`config.mk`:
```
export PLATFORM = sky130hd
export DESIGN_NAME = instr_fetch_flat
export DESIGN_NICKNAME = d
export VERILOG_FILES = /design/src/rtl/cpu16_pkg.sv /design/src/rtl/instr_fetch_if.sv /design/src/rtl/instr_fetch.sv /design/src/flat_wrapper.sv
export SDC_FILE = /design/constraint.sdc
export NUM_CORES = 1
export LEC_CHECK = 0
export ABC_AREA = 1
export CAP_MARGIN = 0
export CORE_UTILIZATION = 54
export CTS_BUF_LIST = sky130_fd_sc_hd__clkbuf_4
export CTS_CLUSTER_SIZE = 30
export DETAILED_ROUTE_END_ITERATION = 12
export PLACE_DENSITY = 0.92
export SYNTH_ARGS = -nofsm -noshare
export SYNTH_HDL_FRONTEND = slang
export SYNTH_SLANG_ARGS = --single-unit
```
`constraint.sdc`:
```
create_clock -name clk -period 3.38 [get_ports clk]
set_input_delay 0.676 -clock clk [delete_from_list [all_inputs] [get_ports clk]]
set_output_delay 0.676 -clock clk [all_outputs]
set_load 0.005 [all_outputs]
```
`src/rtl/cpu16_pkg.sv`:
```
// cpu16_pkg: shared definitions for the 16-bit processor front end.
//   INSTR_W          - instruction word width
//   OPC_HI/OPC_LO    - opcode field bounds within an instruction
//   FN_HI/FN_LO      - function-code field bounds within an instruction
//   fetch_state_e    - instruction-fetch FSM states
//   DEFAULT_RESET_PC - PC loaded on reset unless overridden
package cpu16_pkg;

    localparam int unsigned INSTR_W = 16;

    localparam int unsigned OPC_HI = 15;
    localparam int unsigned OPC_LO = 12;
    localparam int unsigned FN_HI  = 3;
    localparam int unsigned FN_LO  = 0;

    localparam logic [15:0] DEFAULT_RESET_PC = 16'h0000;

    typedef enum logic [1:0] {
        StBoot,
        StFetch,
        StWait,
        StDrain
    } fetch_state_e;

endpackage

```
`src/rtl/instr_fetch_if.sv`:
```
// instr_fetch_if: instruction-memory read bus.
//   imem_req   - read request, held with imem_addr stable until imem_ack
//   imem_addr  - word address of the request
//   imem_ack   - read complete, imem_rdata valid this cycle (same-cycle ack allowed)
//   imem_rdata - instruction word
// Modports: master = fetch stage, slave = instruction memory.
interface instr_fetch_if
    import cpu16_pkg::*;
#(
    parameter int unsigned ADDR_W = 16
);

    logic               imem_req;
    logic [ADDR_W-1:0]  imem_addr;
    logic               imem_ack;
    logic [INSTR_W-1:0] imem_rdata;

    modport master (
        output imem_req,
        output imem_addr,
        input  imem_ack,
        input  imem_rdata
    );

    modport slave (
        input  imem_req,
        input  imem_addr,
        output imem_ack,
        output imem_rdata
    );

endinterface

```
`src/rtl/instr_fetch.sv`:
```
// instr_fetch: instruction-fetch stage. Owns the PC, issues one-outstanding reads to
// instruction memory and holds the fetched word in an IF/ID register for decode.
// Ports:
//   clk, rst_n      - clock, asynchronous active-low reset
//   imem            - instruction-memory bus (master side)
//   redirect_valid  - one-cycle pulse: redirect_pc becomes the next PC, wrong path flushed
//   redirect_pc     - branch/jump target
//   if_valid        - IF/ID register holds a live instruction
//   id_ready        - decode consumes the IF/ID entry this cycle when if_valid
//   if_instr/if_pc  - fetched word and its address
//   if_opcode       - if_instr[15:12], to control_unit.opcode
//   if_funct        - if_instr[3:0], to control_unit.function_code
//   fetch_count     - number of instructions delivered into IF/ID (wraps)
module instr_fetch
    import cpu16_pkg::*;
#(
    parameter int unsigned       ADDR_W   = 16,
    parameter logic [ADDR_W-1:0] RESET_PC = ADDR_W'(DEFAULT_RESET_PC)
) (
    input  logic               clk,
    input  logic               rst_n,
    instr_fetch_if.master      imem,
    input  logic               redirect_valid,
    input  logic [ADDR_W-1:0]  redirect_pc,
    output logic               if_valid,
    input  logic               id_ready,
    output logic [INSTR_W-1:0] if_instr,
    output logic [ADDR_W-1:0]  if_pc,
    output logic [3:0]         if_opcode,
    output logic [3:0]         if_funct,
    output logic [15:0]        fetch_count
);

    fetch_state_e state_q, state_d;

    logic [ADDR_W-1:0]  pc_q, pc_d;
    logic [ADDR_W-1:0]  drain_addr_q, drain_addr_d;
    logic               if_valid_q, if_valid_d;
    logic [INSTR_W-1:0] if_instr_q, if_instr_d;
    logic [ADDR_W-1:0]  if_pc_q, if_pc_d;
    logic [15:0]        fetch_count_q, fetch_count_d;

    logic req;
    logic ack_hit;
    logic redirect;
    logic accept;

    // Redirects are ignored while booting; nothing is in flight yet.
    assign redirect = redirect_valid && (state_q != StBoot);
    assign ack_hit  = req && imem.imem_ack;
    // Words acked in DRAIN or in a redirect cycle belong to the wrong path.
    assign accept   = ack_hit && !redirect && ((state_q == StFetch) || (state_q == StWait));

    // FSM state register.
    always_ff @(posedge clk or negedge rst_n) begin
        if (!rst_n) begin
            state_q <= StBoot;
        end else begin
            state_q <= state_d;
        end
    end

    // FSM next state.
    always_comb begin
        state_d = state_q;
        unique case (state_q)
            StBoot:  state_d = StFetch;
            StFetch: begin
                if (req && !imem.imem_ack) begin
                    state_d = redirect ? StDrain : StWait;
                end else begin
                    state_d = StFetch;
                end
            end
            StWait: begin
                if (imem.imem_ack) begin
                    state_d = StFetch;
                end else begin
                    state_d = redirect ? StDrain : StWait;
                end
            end
            StDrain: begin
                if (imem.imem_ack) begin
                    state_d = StFetch;
                end
            end
            default: state_d = StBoot;
        endcase
    end

    // FSM outputs: memory request and address.
    always_comb begin
        req            = 1'b0;
        imem.imem_addr = pc_q;
        unique case (state_q)
            StBoot:  req = 1'b0;
            StFetch: req = !if_valid_q || id_ready;
            StWait:  req = 1'b1;
            StDrain: begin
                // pc_q may already hold the redirect target; keep the cancelled address.
                req            = 1'b1;
                imem.imem_addr = drain_addr_q;
            end
            default: req = 1'b0;
        endcase
    end

    assign imem.imem_req = req;

    // Datapath next state.
    always_comb begin
        pc_d          = pc_q;
        drain_addr_d  = drain_addr_q;
        if_valid_d    = if_valid_q;
        if_instr_d    = if_instr_q;
        if_pc_d       = if_pc_q;
        fetch_count_d = fetch_count_q;

        // Track the live request address until DRAIN freezes it.
        if (state_q != StDrain) begin
            drain_addr_d = pc_q;
        end

        if (redirect) begin
            pc_d       = redirect_pc;
            if_valid_d = 1'b0;
        end else if (accept) begin
            pc_d          = pc_q + ADDR_W'(1);
            if_valid_d    = 1'b1;
            if_instr_d    = imem.imem_rdata;
            if_pc_d       = pc_q;
            fetch_count_d = fetch_count_q + 16'd1;
        end else if (if_valid_q && id_ready) begin
            if_valid_d = 1'b0;
        end
    end

    always_ff @(posedge clk or negedge rst_n) begin
        if (!rst_n) begin
            pc_q          <= RESET_PC;
            drain_addr_q  <= RESET_PC;
            if_valid_q    <= 1'b0;
            if_instr_q    <= '0;
            if_pc_q       <= '0;
            fetch_count_q <= '0;
        end else begin
            pc_q          <= pc_d;
            drain_addr_q  <= drain_addr_d;
            if_valid_q    <= if_valid_d;
            if_instr_q    <= if_instr_d;
            if_pc_q       <= if_pc_d;
            fetch_count_q <= fetch_count_d;
        end
    end

    assign if_valid    = if_valid_q;
    assign if_instr    = if_instr_q;
    assign if_pc       = if_pc_q;
    assign if_opcode   = if_instr_q[OPC_HI:OPC_LO];
    assign if_funct    = if_instr_q[FN_HI:FN_LO];
    assign fetch_count = fetch_count_q;

endmodule

```
`src/flat_wrapper.sv`:
```
// flat-port wrapper written by rule: the top's interface ports become plain ports
module instr_fetch_flat import cpu16_pkg::*;
#(
    parameter int unsigned       ADDR_W   = 16,
    parameter logic [ADDR_W-1:0] RESET_PC = ADDR_W'(DEFAULT_RESET_PC)
)
  (clk, rst_n, redirect_valid, redirect_pc, if_valid, id_ready, if_instr, if_pc, if_opcode, if_funct, fetch_count, imem_imem_req, imem_imem_addr, imem_imem_ack, imem_imem_rdata);
  instr_fetch_if #(.ADDR_W(ADDR_W)) imem_i ();
  input  logic clk;
  input  logic rst_n;
  input  logic redirect_valid;
  input  logic [ADDR_W-1:0] redirect_pc;
  output logic if_valid;
  input  logic id_ready;
  output logic [INSTR_W-1:0] if_instr;
  output logic [ADDR_W-1:0] if_pc;
  output logic [3:0] if_opcode;
  output logic [3:0] if_funct;
  output logic [15:0] fetch_count;
  output wire logic [$bits(imem_i.imem_req)-1:0] imem_imem_req;
  output wire logic [$bits(imem_i.imem_addr)-1:0] imem_imem_addr;
  input wire logic [$bits(imem_i.imem_ack)-1:0] imem_imem_ack;
  input wire logic [$bits(imem_i.imem_rdata)-1:0] imem_imem_rdata;
  assign imem_imem_req = imem_i.imem_req;
  assign imem_imem_addr = imem_i.imem_addr;
  assign imem_i.imem_ack = imem_imem_ack;
  assign imem_i.imem_rdata = imem_imem_rdata;
  instr_fetch #(.ADDR_W(ADDR_W), .RESET_PC(RESET_PC)) u_core (.clk(clk), .rst_n(rst_n), .imem(imem_i), .redirect_valid(redirect_valid), .redirect_pc(redirect_pc), .if_valid(if_valid), .id_ready(id_ready), .if_instr(if_instr), .if_pc(if_pc), .if_opcode(if_opcode), .if_funct(if_funct), .fetch_count(fetch_count));
endmodule
```
[After elaboration in Yosys (flattened, before gate mapping)]
Cells that the tools add are included.
Word-level totals
  register bits after elaboration: 83
  input port bits: 37
  output and inout bits: 74
Operators by class
  $add $sub $neg: 2
  eq/ne operators: 5
  muxes and demuxes: 12
  bitwise operators: 1
  reductions and logical operators: 17
Operators by type and width (number)
  $mux 16: 3
  $add 16x1->16 const B: 2
  $pmux 2 s4: 1
  $logic_and 1x1->1: 6
  $mux 2: 3
  $eq 2x2->1 const B: 2
  $mux 1: 4
  $ne 2x2->1 const B: 2
  $reduce_bool 2->1: 2
  $logic_not 1->1: 3
  $pmux 1 s3: 1
  $reduce_bool 3->1: 1
  $eq 2x1->1 const B: 1
  $logic_not 2->1: 1
  $logic_or 1x1->1: 2
  $reduce_and 2->1: 1
  $reduce_or 2->1: 1
  $not 1->1: 1

[Longest topological paths before layout]
Gate-level depths: netlist (run 1).
  depth after elaboration: 8
  mapped depth: 11
  gate-level depth less buffers: 10

[Worst setup path before layout (run 1)]
No wires, ideal clock.
  kind: reg-to-output
  start point: register u_core.state_q[0]
  end point: output imem_imem_addr[11]
  arrival: 1.141 ns
  path slack: 1.563 ns
  cell stages (with the launch flop): 5
  buffers on the path: 2
  cell sequence: dfrtp_1 > ha_1 > buf_2 > clkbuf_1 > o21ai_0
On the way
  cells in the longest elaborated chain, start to end: 2
RTL lines
  start: declaration: line instr_fetch.sv:34  | fetch_state_e state_q, state_d;
  start signal: assignment: line instr_fetch.sv:57  | state_q <= StBoot;
  start signal: assignment: line instr_fetch.sv:59  | state_q <= state_d;
  $eq 2x2->1: line instr_fetch.sv:95  | unique case (state_q)
  $mux 16: line instr_fetch.sv:95
  end: declaration: line flat_wrapper.sv:21  | output wire logic [$bits(imem_i.imem_addr)-1:0] imem_imem_addr;
No other way between the ends.

[Final worst setup path (run 1)]
  start point: register u_core.state_q[0]
  end point: output imem_imem_addr[14]
Same word-level chain as after synthesis.

==> results of run 1 <==
stage by stage:
stage          utilization, %  area (um2)  hold slack [ps]  worst slack [ps]  power, mW
6_report                 73.3        5370              430               520       4.53
5_1_grt                  73.3        5370              493               401       4.88
4_1_cts                  73.3        5370              450               519       4.55
3_5_place_dp             70.8        5190              470               731       3.82
3_3_place_gp             70.8        5190              463               776       3.71
2_1_floorplan               -        4130              380              1560       2.80
worst reg2reg max path, delay by kind of cell (launching register included):
| family | cells | cell delay, ps |
|---|---|---|
| DFF | 1 | 440 |
| buffers and inverters | 4 | 790 |
| adders and majority gates | 1 | 210 |
| and+or+nand+nor | 6 | 770 |
power by group:
part	switching, mW	internal [mW]	leakage, nW
clock	0.334	0.378	0.0941
combinational	1.05	1.05	1.38
sequential	0.318	1.40	1.06
path summary, 6_finish.rpt:
kind	start	cells past startpoint	to	slack, ps
worst max-delay path	u_core.state_q[0]$_DFFE_PN0P_	4	imem_imem_addr[14]	520
worst min-delay path	rst_n	1	u_core.fetch_count[6]$_DFFE_PN0P_	430
worst max register to register	u_core.state_q[0]$_DFFE_PN0P_	11	u_core.pc_q[5]$_DFFE_PN0P_	1110
worst min register to register	u_core.if_instr[8]$_DFFE_PN0P_	2	u_core.if_instr[8]$_DFFE_PN0P_	500
max in group asynchronous	rst_n	1	u_core.pc_q[5]$_DFFE_PN0P_	2290
min in group clk	u_core.if_instr[8]$_DFFE_PN0P_	2	u_core.if_instr[8]$_DFFE_PN0P_	500
state kept, by name (all words and copies together) (netlist names):
register,count
u_core.pc_q,16
u_core.if_valid,1
u_core.drain_addr_q,16
u_core.fetch_count,16
u_core.if_pc,16
u_core.if_instr,16
u_core.state_q,2
layout make-up:
cell class	instances	area share [%]
Multi-Input combinational cell	379	31.6
Tap cell	99	2.31
Clock buffer	10	1.40
Clock inverter	5	1.91
Timing Repair Buffer	113	20.9
Sequential cell	83	38.6
Inverter	45	3.19
Antenna cell	1	0.0466
cells in the mapped netlist, drive strengths merged:
master	number
a21oi	2
buf	24
clkbuf	3
dfrtp	83
ha	6
inv	45
nand2	213
nand3	41
nand3b	2
nand4	6
nor2	36
nor3	3
o21ai	56
o31ai	2
or2	4
xnor2	5
xor2	3
layer usage:
layer  up-vias  track usage [%]  share of wire (%)
met2       156             44.2                 50
met4         0             13.1                2.4
li1       1861                -                  -
met3        24             3.97                6.0
met5         -                0                  0
met1      1806             34.8                 42
logic make-up (layout without fill, tap and decap cells):
family,after synthesis,count (layout)
XOR/XNOR,8,8
buffers and inverters,72,173
AO/OA/AOI/OAI,60,60
flip-flops,83,83
adder cells (fa/ha/maj),6,6
AND/OR/NAND/NOR,305,305
other,0,1
==> results.json, run 1 <==
{
  "status": "completed",
  "dp_cells": 719,
  "min_path_type": "input port to asynchronous set/reset pin",
  "ys_warn_count": 0,
  "htreeDepth": 3,
  "maxCapViolations": 0,
  "crit_fanout": 34,
  "grt_pass1_wl_um": 16200,
  "cts-resized-gates": 0,
  "layout.cells.non_filler": 735,
  "seq_area_frac_synth_pct": 50.3,
  "syn_area_per_cell_um2": 7.73,
  "nets": 674,
  "crit_arrival_ps": 2180,
  "synth_fa_ha_area_share_pct": 1.82,
  "viasPerCell": 5.23,
  "start_util_pct": 56.3,
  "root_buffer": "clkbuf_4",
  "clk_latency_ps": 430,
  "seq_area_um2": 2080,
  "rsz0062_at_grt": "no",
  "synth_compound_area_share_pct": 7.39,
  "period_share_pct": 84.6,
  "grt_max_degree": 84,
  "critPathLaunchType": "flop",
  "antenna_found_initial": 0,
  "drive_gt1_share_pct": 4.41,
  "layout_common_cells": "nand2_1, clkdlybuf4s50_1, dfrtp_1, inv_1, nand3_1",
  "gr-usage-all-layers_pct": 26.8,
  "synth_top_area_share_pct": 50.3,
  "ys_ff_latch": 83,
  "layout_commonest_cell": "nand2_1",
  "synth_top_family_by_area": "simple AND/OR/NAND/NOR gates",
  "worst_path_largest_cell_delay_ps": 560,
  "antenna_left": 0,
  "fin_crit_ps": 2860,
  "wirelength_um": 10100,
  "grt_pass1_vias": 3527,
  "leakage_nw": 2.53,
  "dieWidth_um": 89.5,
  "cts_hold_buf": 0,
  "yosys.area.top_type": "dfrtp_1",
  "yosys.area_share.simple_pct": 30.3,
  "cts_buffers": 9,
  "finalClockSkew_ps": 17.3,
  "crit_family": "buffers and inverters",
  "syn_to_final_growth_pct": 30.1,
  "power.density_nw_per_um2": 844,
  "synth.area.mux_share_pct": 0,
  "drt_iter0_markers": 277,
  "core_area_um2": 7330,
  "clk_pin_slew_ps": 130,
  "die-area_um2": 8000,
  "hold_violations": 0,
  "dp_hpwl_um": 7080,
  "cts_sinks": 83,
  "crit_type": "flop to output pin",
  "fillCellCount": 537,
  "max_slew.worst_pin.slew_ps": 1040,
  "setup_viol": 0,
  "synth.top_cells.by_area": "dfrtp_1, nand2_1, nand3_1",
  "vias": 3847,
  "clockBufferDepth": 2,
  "ir_drop_mv": 0.660,
  "wl_per_cell_um": 13.7,
  "multi_input_area_um2": 1700,
  "cp_slowest_cell": "clkdlybuf4s50_1",
  "setup_tns_ps": 0,
  "io_buffers": 110,
  "synth.distinct_cells": 24,
  "path_cells": "ha_1 -> buf_4 -> o21ai_0 -> clkdlybuf4s50_1",
  "netlist_area_um2": 4130,
  "syn_nets": 577,
  "syn_inst": 534,
  "slew_headroom_pct": 30.8,
  "overflow": 0,
  "first_pass_iters": 5,
  "drc": 0,
  "num_rows": 31,
  "gp_congestion": 0.831,
  "cts_tree": "done",
  "report.final.slew_viol_count": 0,
  "cp.required_ps": 2700,
  "boundaryPins": 111,
  "synthXorXnorAreaFrac_pct": 1.70,
  "fmax_mhz": 350,
  "end_kind": "output pin",
  "die_height_um": 89.5,
  "crit_buf_inv": 2,
  "cts_setup_buffers": 0
}
Power figures use the tool's default switching activity.
==> inputs of run 2 (changes only) <==
--- a/config.mk
+++ b/config.mk
@@ -7,11 +7,11 @@
 export LEC_CHECK = 0
 export ABC_AREA = 1
 export CAP_MARGIN = 0
-export CORE_UTILIZATION = 54
+export CORE_UTILIZATION = 45
 export CTS_BUF_LIST = sky130_fd_sc_hd__clkbuf_4
 export CTS_CLUSTER_SIZE = 30
 export DETAILED_ROUTE_END_ITERATION = 12
-export PLACE_DENSITY = 0.92
+export PLACE_DENSITY = 0.82
 export SYNTH_ARGS = -nofsm -noshare
 export SYNTH_HDL_FRONTEND = slang
 export SYNTH_SLANG_ARGS = --single-unit
==> constraint.sdc (replaced) <==
create_clock -name clk -period 2.5 [get_ports clk]
set_input_delay 0.5 -clock clk [delete_from_list [all_inputs] [get_ports clk]]
set_output_delay 0.5 -clock clk [all_outputs]
set_load 0.005 [all_outputs]
==> run 2 against run 1 <==
Compared with the run above:
- the run now ends with design-rule violations left
- critical path type unchanged
- critical endpoint is now imem_imem_addr[3]
- worst setup slack worse by 490 ps
- highest routed layer unchanged
- sequential power up 35%
- via count up 0.10%
==> results.json, run 2 (synthesized netlist as in run 1, its figures left out) <==
{
  "dp_cells": 730,
  "num_rows": 34,
  "first_pass_iters": 9,
  "diodes": 0,
  "pwr-share-clk_pct": 15.4,
  "die_height_um": 97.8,
  "slew_headroom_pct": 67.4,
  "maxCapViolations": 0,
  "boundaryPins": 111,
  "rsz0062_at_grt": "yes",
  "core_area_um2": 8810,
  "crit_type": "flop to output pin",
  "drive_gt1_share_pct": 7.49,
  "cts_sinks": 83,
  "htreeDepth": 3,
  "setup_viol": 0,
  "wirelength_um": 10200,
  "wl_per_cell_um": 13.6,
  "power.density_nw_per_um2": 1130,
  "max_slew.worst_pin.slew_ps": 488,
  "period_share_pct": 98.8,
  "viasPerCell": 5.14,
  "fin_crit_ps": 2470,
  "dp_hpwl_um": 7120,
  "clockBufferDepth": 2,
  "cts_buffers": 9,
  "root_buffer": "clkbuf_4",
  "finalClockSkew_ps": 14.9,
  "whs_ps": 482,
  "layout_commonest_cell": "nand2_1",
  "violations": "design-rule violations",
  "p_int_mw": 3.92,
  "dieWidth_um": 97.8,
  "fin_util_pct": 63.1,
  "layout_common_cells": "nand2_1, clkdlybuf4s50_1, dfrtp_1, inv_1, nand3_1",
  "grt_pass1_wl_um": 17200,
  "swShare_pct": 37.6,
  "nets": 680,
  "gp_congestion": 0.863,
  "critPathLaunchType": "flop",
  "min_path_type": "flop to flop",
  "overflow": 0,
  "syn_to_final_growth_pct": 34.6,
  "antenna_found_initial": 0,
  "power_frac_comb_pct": 47.7,
  "crit_arrival_ps": 1970,
  "antenna_left": 0,
  "status": "complete, but fails checks",
  "setup_tns_ps": 0,
  "fillCellCount": 741,
  "report.final.slew_viol_count": 0,
  "clk_pin_slew_ps": 130,
  "die-area_um2": 9570,
  "p_sw_mw": 2.36,
  "drt_iter0_markers": 208,
  "place_ws_ps": 193,
  "grt_max_degree": 55,
  "end_kind": "output pin",
  "gr-usage-all-layers_pct": 22.2,
  "fin_ws_ps": 30.5,
  "clk_latency_ps": 420,
  "io_buffers": 110,
  "start_util_pct": 46.9,
  "grt_pass1_vias": 3717,
  "fmax_mhz": 405,
  "cts_tree": "done",
  "seq_power_share_pct": 36.9,
  "leakage_nw": 2.69,
  "cp.required_ps": 2000,
  "vias": 3851,
  "crit_fanout": 17,
  "layout.cells.non_filler": 749,
  "drc": 8,
  "ir_drop_mv": 0.690,
  "hold_violations": 0
}
==> run 2: layout make-up <==
type / count / area, um2 / share of cell area, %
Clock buffer: 10 / 75.1 / 1.35
Tap cell: 108 / 135 / 2.43
Multi-Input combinational cell: 379 / 1760 / 31.6
Inverter: 45 / 171 / 3.08
Clock inverter: 5 / 103 / 1.85
Sequential cell: 83 / 2080 / 37.4
Timing Repair Buffer: 119 / 1240 / 22.3
==> run 2: timing repair <==
action,4_1_cts,5_1_grt
gates resized for setup,12,28
hold buffers,1,0
gates cloned,0,1
hold endpoints to repair,19,0
setup buffers,1,1
setup endpoints to repair,17,15
pin swaps,1,0
==> run 2: worst paths after layout <==
kind | start | slack (ps) | depth (start not counted) | to
setup / recovery | u_core.state_q[1]$_DFFE_PN0P_ | 30 | 4 | imem_imem_addr[3]
hold / removal | u_core.drain_addr_q[4]$_DFFE_PN0N_ | 480 | 2 | u_core.drain_addr_q[4]$_DFFE_PN0N_
setup reg to reg | u_core.state_q[0]$_DFFE_PN0P_ | 410 | 12 | u_core.pc_q[10]$_DFFE_PN0P_
hold reg to reg | u_core.drain_addr_q[4]$_DFFE_PN0N_ | 480 | 2 | u_core.drain_addr_q[4]$_DFFE_PN0N_
max in group asynchronous | rst_n | 1350 | 3 | u_core.if_pc[12]$_DFFE_PN0P_
min in group asynchronous | rst_n | 540 | 2 | u_core.fetch_count[12]$_DFFE_PN0P_
==> run 2: power by group through the flow <==
| stage | sequential [mW] | clock (mW) | combinational, mW |
|---|---|---|---|
| 2_1_floorplan | 2.27 | 0 | 1.52 |
| 3_5_place_dp | 2.33 | 0 | 2.89 |
| 5_1_grt | 2.39 | 1.04 | 3.35 |
| 3_3_place_gp | 2.31 | 0 | 2.79 |
| 6_report | 2.32 | 0.965 | 3.00 |
| 4_1_cts | 2.31 | 0.983 | 2.91 |
==> run 2: worst max-delay path: stages (launching register included) <==
cell	delay [ps]
dfrtp_2	460
ha_4	190
clkbuf_16	190
o21ai_1	190
clkdlybuf4s50_1	530
==> run 2: metrics by stage <==
stage | total power [mW] | area, um2
finish | 6.28 | 5560
global route | 6.77 | 5560
CTS | 6.20 | 5450
detailed placement | 5.22 | 5260
global placement | 5.10 | 5260
floorplan | 3.79 | 4130
==> run 2: metal layers <==
layer	routed length (um)	GRT usage, %	up-vias
li1	-	-	1880
met1	4400	28.9	1828
met2	5120	37.7	133
met3	580	3.79	10
met4	129	7.34	0
met5	0	0	-
